**config.mk**
```make
export PLATFORM = sky130hd
export DESIGN_NAME = pipelined_cla_adder
export DESIGN_NICKNAME = d
export VERILOG_FILES = /design/src/rtl/pipelined_cla_adder.sv
export SDC_FILE = /design/constraint.sdc
export NUM_CORES = 1
export LEC_CHECK = 0
export BUFFER_PORTS_ARGS = -buffer_cell sky130_fd_sc_hd__buf_2
export CORE_ASPECT_RATIO = 1.4
export CORE_MARGIN = 3
export CORE_UTILIZATION = 42
export DETAILED_ROUTE_END_ITERATION = 6
export PLACE_DENSITY = 0.6
export RECOVER_POWER = 100
export SLEW_MARGIN = 20
export SYNTH_ARGS = -nofsm -noshare
export SYNTH_HDL_FRONTEND = slang
export SYNTH_SLANG_ARGS = --single-unit
```
**constraint.sdc**
```tcl
create_clock -name clk -period 2.92 [get_ports clk]
set_input_delay 0.438 -clock clk [delete_from_list [all_inputs] [get_ports clk]]
set_output_delay 0.438 -clock clk [all_outputs]
set_load 0.005 [all_outputs]
```
**src/rtl/pipelined_cla_adder.sv**
```systemverilog
// Two-stage carry-lookahead adder/subtractor with valid/ready on both sides.
// Optional saturation on signed overflow is enabled by defining CLA_SATURATE_EN.
module pipelined_cla_adder #(
  parameter int unsigned WIDTH = 32,
  parameter int unsigned CNT_W = 16
) (
  input  logic             clk,
  input  logic             rst,
  input  logic             in_valid,
  output logic             in_ready,
  input  logic [WIDTH-1:0] a,
  input  logic [WIDTH-1:0] b,
  input  logic             sub,
  input  logic             c_in,
`ifdef CLA_SATURATE_EN
  input  logic             sat,
`endif
  output logic             out_valid,
  input  logic             out_ready,
  output logic [WIDTH-1:0] sum,
  output logic             c_out,
  output logic             ovf,
  output logic             zero,
  output logic [CNT_W-1:0] op_count
);

  localparam int unsigned NGRP = WIDTH / 4;

  // Handshake
  logic s1_valid_q, s2_valid_q;
  logic s1_adv, s2_adv, accept;

  assign s2_adv   = !s2_valid_q | out_ready;
  assign s1_adv   = !s1_valid_q | s2_adv;
  assign in_ready = s1_adv & !rst;
  assign accept   = in_valid & in_ready;

  // Stage 1: bitwise and group propagate/generate
  logic [WIDTH-1:0] bx, p_d, g_d;
  logic             ci_d;
  logic [NGRP-1:0]  gp_d, gg_d;

  always_comb begin
    bx   = sub ? ~b : b;
    ci_d = sub ? 1'b1 : c_in;
    p_d  = a ^ bx;
    g_d  = a & bx;
    gp_d = '0;
    gg_d = '0;
    for (int k = 0; k < int'(NGRP); k++) begin
      gp_d[k] = &p_d[4*k +: 4];
      gg_d[k] = g_d[4*k+3]
              | (p_d[4*k+3] & g_d[4*k+2])
              | (p_d[4*k+3] & p_d[4*k+2] & g_d[4*k+1])
              | (p_d[4*k+3] & p_d[4*k+2] & p_d[4*k+1] & g_d[4*k]);
    end
  end

  logic [WIDTH-1:0] p_q, g_q;
  logic [NGRP-1:0]  gp_q, gg_q;
  logic             ci_q, a_msb_q, bx_msb_q;

  always_ff @(posedge clk) begin
    if (rst) begin
      s1_valid_q <= 1'b0;
      p_q        <= '0;
      g_q        <= '0;
      gp_q       <= '0;
      gg_q       <= '0;
      ci_q       <= 1'b0;
      a_msb_q    <= 1'b0;
      bx_msb_q   <= 1'b0;
    end else if (s1_adv) begin
      s1_valid_q <= accept;
      // Data holds when the slot drains without a new beat
      if (accept) begin
        p_q      <= p_d;
        g_q      <= g_d;
        gp_q     <= gp_d;
        gg_q     <= gg_d;
        ci_q     <= ci_d;
        a_msb_q  <= a[WIDTH-1];
        bx_msb_q <= bx[WIDTH-1];
      end
    end
  end

`ifdef CLA_SATURATE_EN
  logic sat_q;

  always_ff @(posedge clk) begin
    if (rst) begin
      sat_q <= 1'b0;
    end else if (s1_adv && accept) begin
      sat_q <= sat;
    end
  end
`endif

  // Stage 2: second-level lookahead over groups, flattened so every group
  // carry is a sum of products of registered terms rather than a ripple.
  logic [NGRP:0] grp_c;

  always_comb begin
    logic acc;
    logic prod;
    acc      = 1'b0;
    prod     = 1'b0;
    grp_c    = '0;
    grp_c[0] = ci_q;
    for (int k = 0; k < int'(NGRP); k++) begin
      acc  = gg_q[k];
      prod = gp_q[k];
      for (int j = k - 1; j >= 0; j--) begin
        acc  = acc | (prod & gg_q[j]);
        prod = prod & gp_q[j];
      end
      grp_c[k+1] = acc | (prod & ci_q);
    end
  end

  // In-group carries from each group's carry-in
  logic [WIDTH-1:0] car;

  always_comb begin
    logic c0;
    c0  = 1'b0;
    car = '0;
    for (int k = 0; k < int'(NGRP); k++) begin
      c0         = grp_c[k];
      car[4*k]   = c0;
      car[4*k+1] = g_q[4*k] | (p_q[4*k] & c0);
      car[4*k+2] = g_q[4*k+1]
                 | (p_q[4*k+1] & g_q[4*k])
                 | (p_q[4*k+1] & p_q[4*k] & c0);
      car[4*k+3] = g_q[4*k+2]
                 | (p_q[4*k+2] & g_q[4*k+1])
                 | (p_q[4*k+2] & p_q[4*k+1] & g_q[4*k])
                 | (p_q[4*k+2] & p_q[4*k+1] & p_q[4*k] & c0);
    end
  end

  logic [WIDTH-1:0] sum_raw, sum_d;
  logic             ovf_d, zero_d, c_out_d;

  always_comb begin
    sum_raw = p_q ^ car;
    c_out_d = grp_c[NGRP];
    ovf_d   = (a_msb_q == bx_msb_q) & (sum_raw[WIDTH-1] != a_msb_q);
    sum_d   = sum_raw;
`ifdef CLA_SATURATE_EN
    // Clamp toward the sign of the operands; flags still describe the wrap
    if (sat_q && ovf_d) begin
      sum_d = a_msb_q ? {1'b1, {(WIDTH-1){1'b0}}} : {1'b0, {(WIDTH-1){1'b1}}};
    end
`endif
    zero_d = ~|sum_d;
  end

  logic [WIDTH-1:0] sum_q;
  logic             c_out_q, ovf_q, zero_q;

  always_ff @(posedge clk) begin
    if (rst) begin
      s2_valid_q <= 1'b0;
      sum_q      <= '0;
      c_out_q    <= 1'b0;
      ovf_q      <= 1'b0;
      zero_q     <= 1'b0;
    end else if (s2_adv) begin
      s2_valid_q <= s1_valid_q;
      if (s1_valid_q) begin
        sum_q   <= sum_d;
        c_out_q <= c_out_d;
        ovf_q   <= ovf_d;
        zero_q  <= zero_d;
      end
    end
  end

  logic [CNT_W-1:0] op_count_q;

  always_ff @(posedge clk) begin
    if (rst) begin
      op_count_q <= '0;
    end else if (s2_valid_q && out_ready) begin
      op_count_q <= op_count_q + CNT_W'(1);
    end
  end

  assign out_valid = s2_valid_q;
  assign sum       = sum_q;
  assign c_out     = c_out_q;
  assign ovf       = ovf_q;
  assign zero      = zero_q;
  assign op_count  = op_count_q;

endmodule

```
==> run summary <==
Starting DRT DRC Count: 368
f_max: 0.370 GHz
Crit. Startpoint: gp_q[3]$_SDFFE_PP0P_
placer congestion estimate: 0.875
syn_nets: 912
worst-case vdd ir drop: 0.306 mV
CTS Hold Bufs: 0
# H-tree levels: 4
Total GRT Usage: 0.205
hold path cells: 3
largest cells by area after synthesis: dfxtp_1, nand2_1, ha_1
full die area: 17200 um2
critical path's most frequent cell: nand4b_1
HP Start: a[31]
pin count of the biggest net entering global routing: 83
non-filler cells, final: 1119
Yosys top cell by area: dfxtp_1
Die Span Y: 154 um
Setup-failing EPs final: 0
clk buf depth: 2
Clock Latency Late Sink: 0.42 ns
post-placement cell count: 1087
boundary pin count: 123
number of remaining DRC errors: 0
hold crit path type: in2reg
clock skew: 0.00907 ns
Yosys top cell area share: 0.391
sequential area share after synthesis: 0.391
syn avg cell area: 8.18 um2
Async S/R FF share, synth: 0
number of buffers created by CTS: 17
initial antenna violation count: 0
core footprint: 15200 um2
clock root buffer master: clkbuf_16
CTS tree: yes
worst hold slack: 0.235 ns
post-CTS setup buffer count: 0
number of synthesized flops with an enable pin: 0
Die X: 112 um
first-pass GRT wire length: 28800 um
Total Wirelength: 17700 um
met3 usage: 0.0402
Register-to-Register Setup Slack: 0.22 ns
Avg WL per Cell: 15.8 um
HPWL after DPL: 13000 um
fill count: 1517
CP required: 3.28 ns
Starting Density: 0.432
synth unique cells: 53
share of cells above drive strength 1: 0.156
Post-synth top cells: nand2_1, dfxtp_1, nand3b_1
via count: 5930
grt peak-use layer: met2
Site Rows: 53
max incr delay on CP: 0.38 ns
maxcap violations: 0
setup TNS: 0 ns
met2 Use GR: 0.344
#FFs+latches synth: 128
DRT antenna net count: 0
startpoint types: flip-flop
slowest CP cell: dfxtp_1
Worst Hold Endpoint: a_msb_q$_SDFFE_PP0P_
Vias/cell: 5.30
relative slew slack: 0.0222
post-layout util: 0.525
Worst Path Arrival: 3.06 ns
Tightest Pin Transition: 1.47 ns
CP cell instances: a21oi_2 > o22ai_1 > or3_1 > ha_1 > nor3_1 > nand3_1 > nor4_1 > nand4b_1 > nor4_2 > nand4b_1 > nand2_1
Lkg Pwr: 3.44 nW
worst r2r path cells: 11
Area Growth Syn to Fin: 21.6%
min Tclk post-route: 2.70 ns
r2r endpoint: zero$_SDFFE_PP0P_
PD cells: 622 nW/um2
CP Class: reg2reg
Reg clk slew, reported paths: 0.06 ns
Slew Limit Fails: 0
vias in the first global route: 5700
most common cell in the netlist: nand2_1
RSZ-0062 raised after global routing: no
status: finished, final reports clean
Post-Syn Instances: 801
Clock Sinks: 128
Reg-to-Reg Start: gp_q[3]$_SDFFE_PP0P_
synthesized area: 6550 um2
YS warnings: 0
Main synth FF type: dfxtp_1
DR pass1 iterations: 4
Port Buffers: 122
Worst setup EP type: flip-flop
nets: 1025
CP Max Fanout: 7
GR Util met1: 0.271
Final Hold Viols: 0
antenna cells: 0
fin crit share: 0.924
grt total ovfl: 0
cells by family (layout without fill, tap and decap cells):
family	count (synthesis)	in the layout	share of synthesized area
compound gates	138	138	0.140
simple gates	388	388	0.287
fa+ha+maj	41	41	0.0783
xor+xnor	56	56	0.0748
buf+inv	50	176	0.0286
flops	128	128	0.391
worst max-delay path by stage:
stage	to	slack, ns	cells past startpoint
floorplan	zero$_SDFFE_PP0P_	0.49	11
global placement	zero$_SDFFE_PP0P_	0.18	11
detailed placement	zero$_SDFFE_PP0P_	0.02	11
CTS	zero$_SDFFE_PP0P_	0.11	11
global route	zero$_SDFFE_PP0P_	0.0006	11
finish	zero$_SDFFE_PP0P_	0.22	11
layout make-up:
cell class	count	area [um2]	area share
flip-flops and latches	128	2560	0.321
inverters	9	33.8	0.00424
clock inverters	13	186	0.0234
multi-input cells	623	3820	0.479
well taps	192	240	0.0301
repair buffers	135	688	0.0863
clock buffers	19	443	0.0556
report_power, final:
group | leakage (nW) | internal (W) | switching (W)
clock network | 0.296 | 0.00145 | 0.000804
logic | 2.10 | 0.000321 | 0.000424
registers | 1.05 | 0.00186 | 0.000104
total | 3.44 | 0.00363 | 0.00133
per-stage QoR:
| stage | worst slack (ns) | power [W] | area [um2] |
|---|---|---|---|
| final | 0.221 | 0.00496 | 7970 |
| after global routing | 0.000643 | 0.00517 | 7970 |
| after CTS | 0.112 | 0.00500 | 8030 |
| after detailed placement | 0.0199 | 0.00274 | 7390 |
| after global placement | 0.184 | 0.00273 | 7390 |
| after floorplan | 0.489 | 0.00245 | 6550 |
worst max-delay path, delay by kind of cell (launching register included):
kind                     cells  cell delay (ns)
flip-flops                   1             0.38
adder cells (fa/ha/maj)      1             0.31
AND/OR/NAND/NOR              8             1.59
AO/OA/AOI/OAI                2             0.36
routing by layer:
metal  up-vias  share of wire  wire [um]
li1       3026              -          -
met1      2750           0.46       8200
met2       139           0.48       8560
met3        15          0.039        694
met4         0          0.014        242
met5         -              0          0
layout by cell type (no fill, tap or decap), types with 4 or more instances in the layout:
cell        synthesis  routed
a21o_1              9       9
a21oi_1            53      51
a21oi_2             3       5
a221oi_1            9       9
and2_1              7       4
and3_1             15      15
buf_2               0      87
buf_4               0       6
bufinv_16           0       4
clkbuf_1           38      38
clkbuf_16           0      17
clkinvlp_4          0       4
dfxtp_1           128     128
ha_1               41      41
inv_1               9       9
nand2_1           181     181
nand3_1            23      23
nand3b_1           56      56
nand4_1             4       4
nor2_1             50      50
nor2b_1             6       6
nor3_1             20      20
nor4_1              6       4
o21a_1              5       5
o21ai_0            16      16
o221ai_1            4       4
o22ai_1             4       4
o31a_1              5       5
o31ai_1             7       7
or2_2               4       4
or3_1               8       8
xnor2_1            15      15
xor2_1             41      41
sequential cells by signal (all words and copies together), names as in the netlist, 8 cells and up:
name / cells
sum: 32
gp_q: 8
g_q: 24
gg_q: 8
op_count: 16
p_q: 32
timing repair:
item	in CTS	in global routing
cloned	0	0
resized for setup	1	4
endpoints found under the setup margin	1	1
Power figures use the tool's default switching activity.
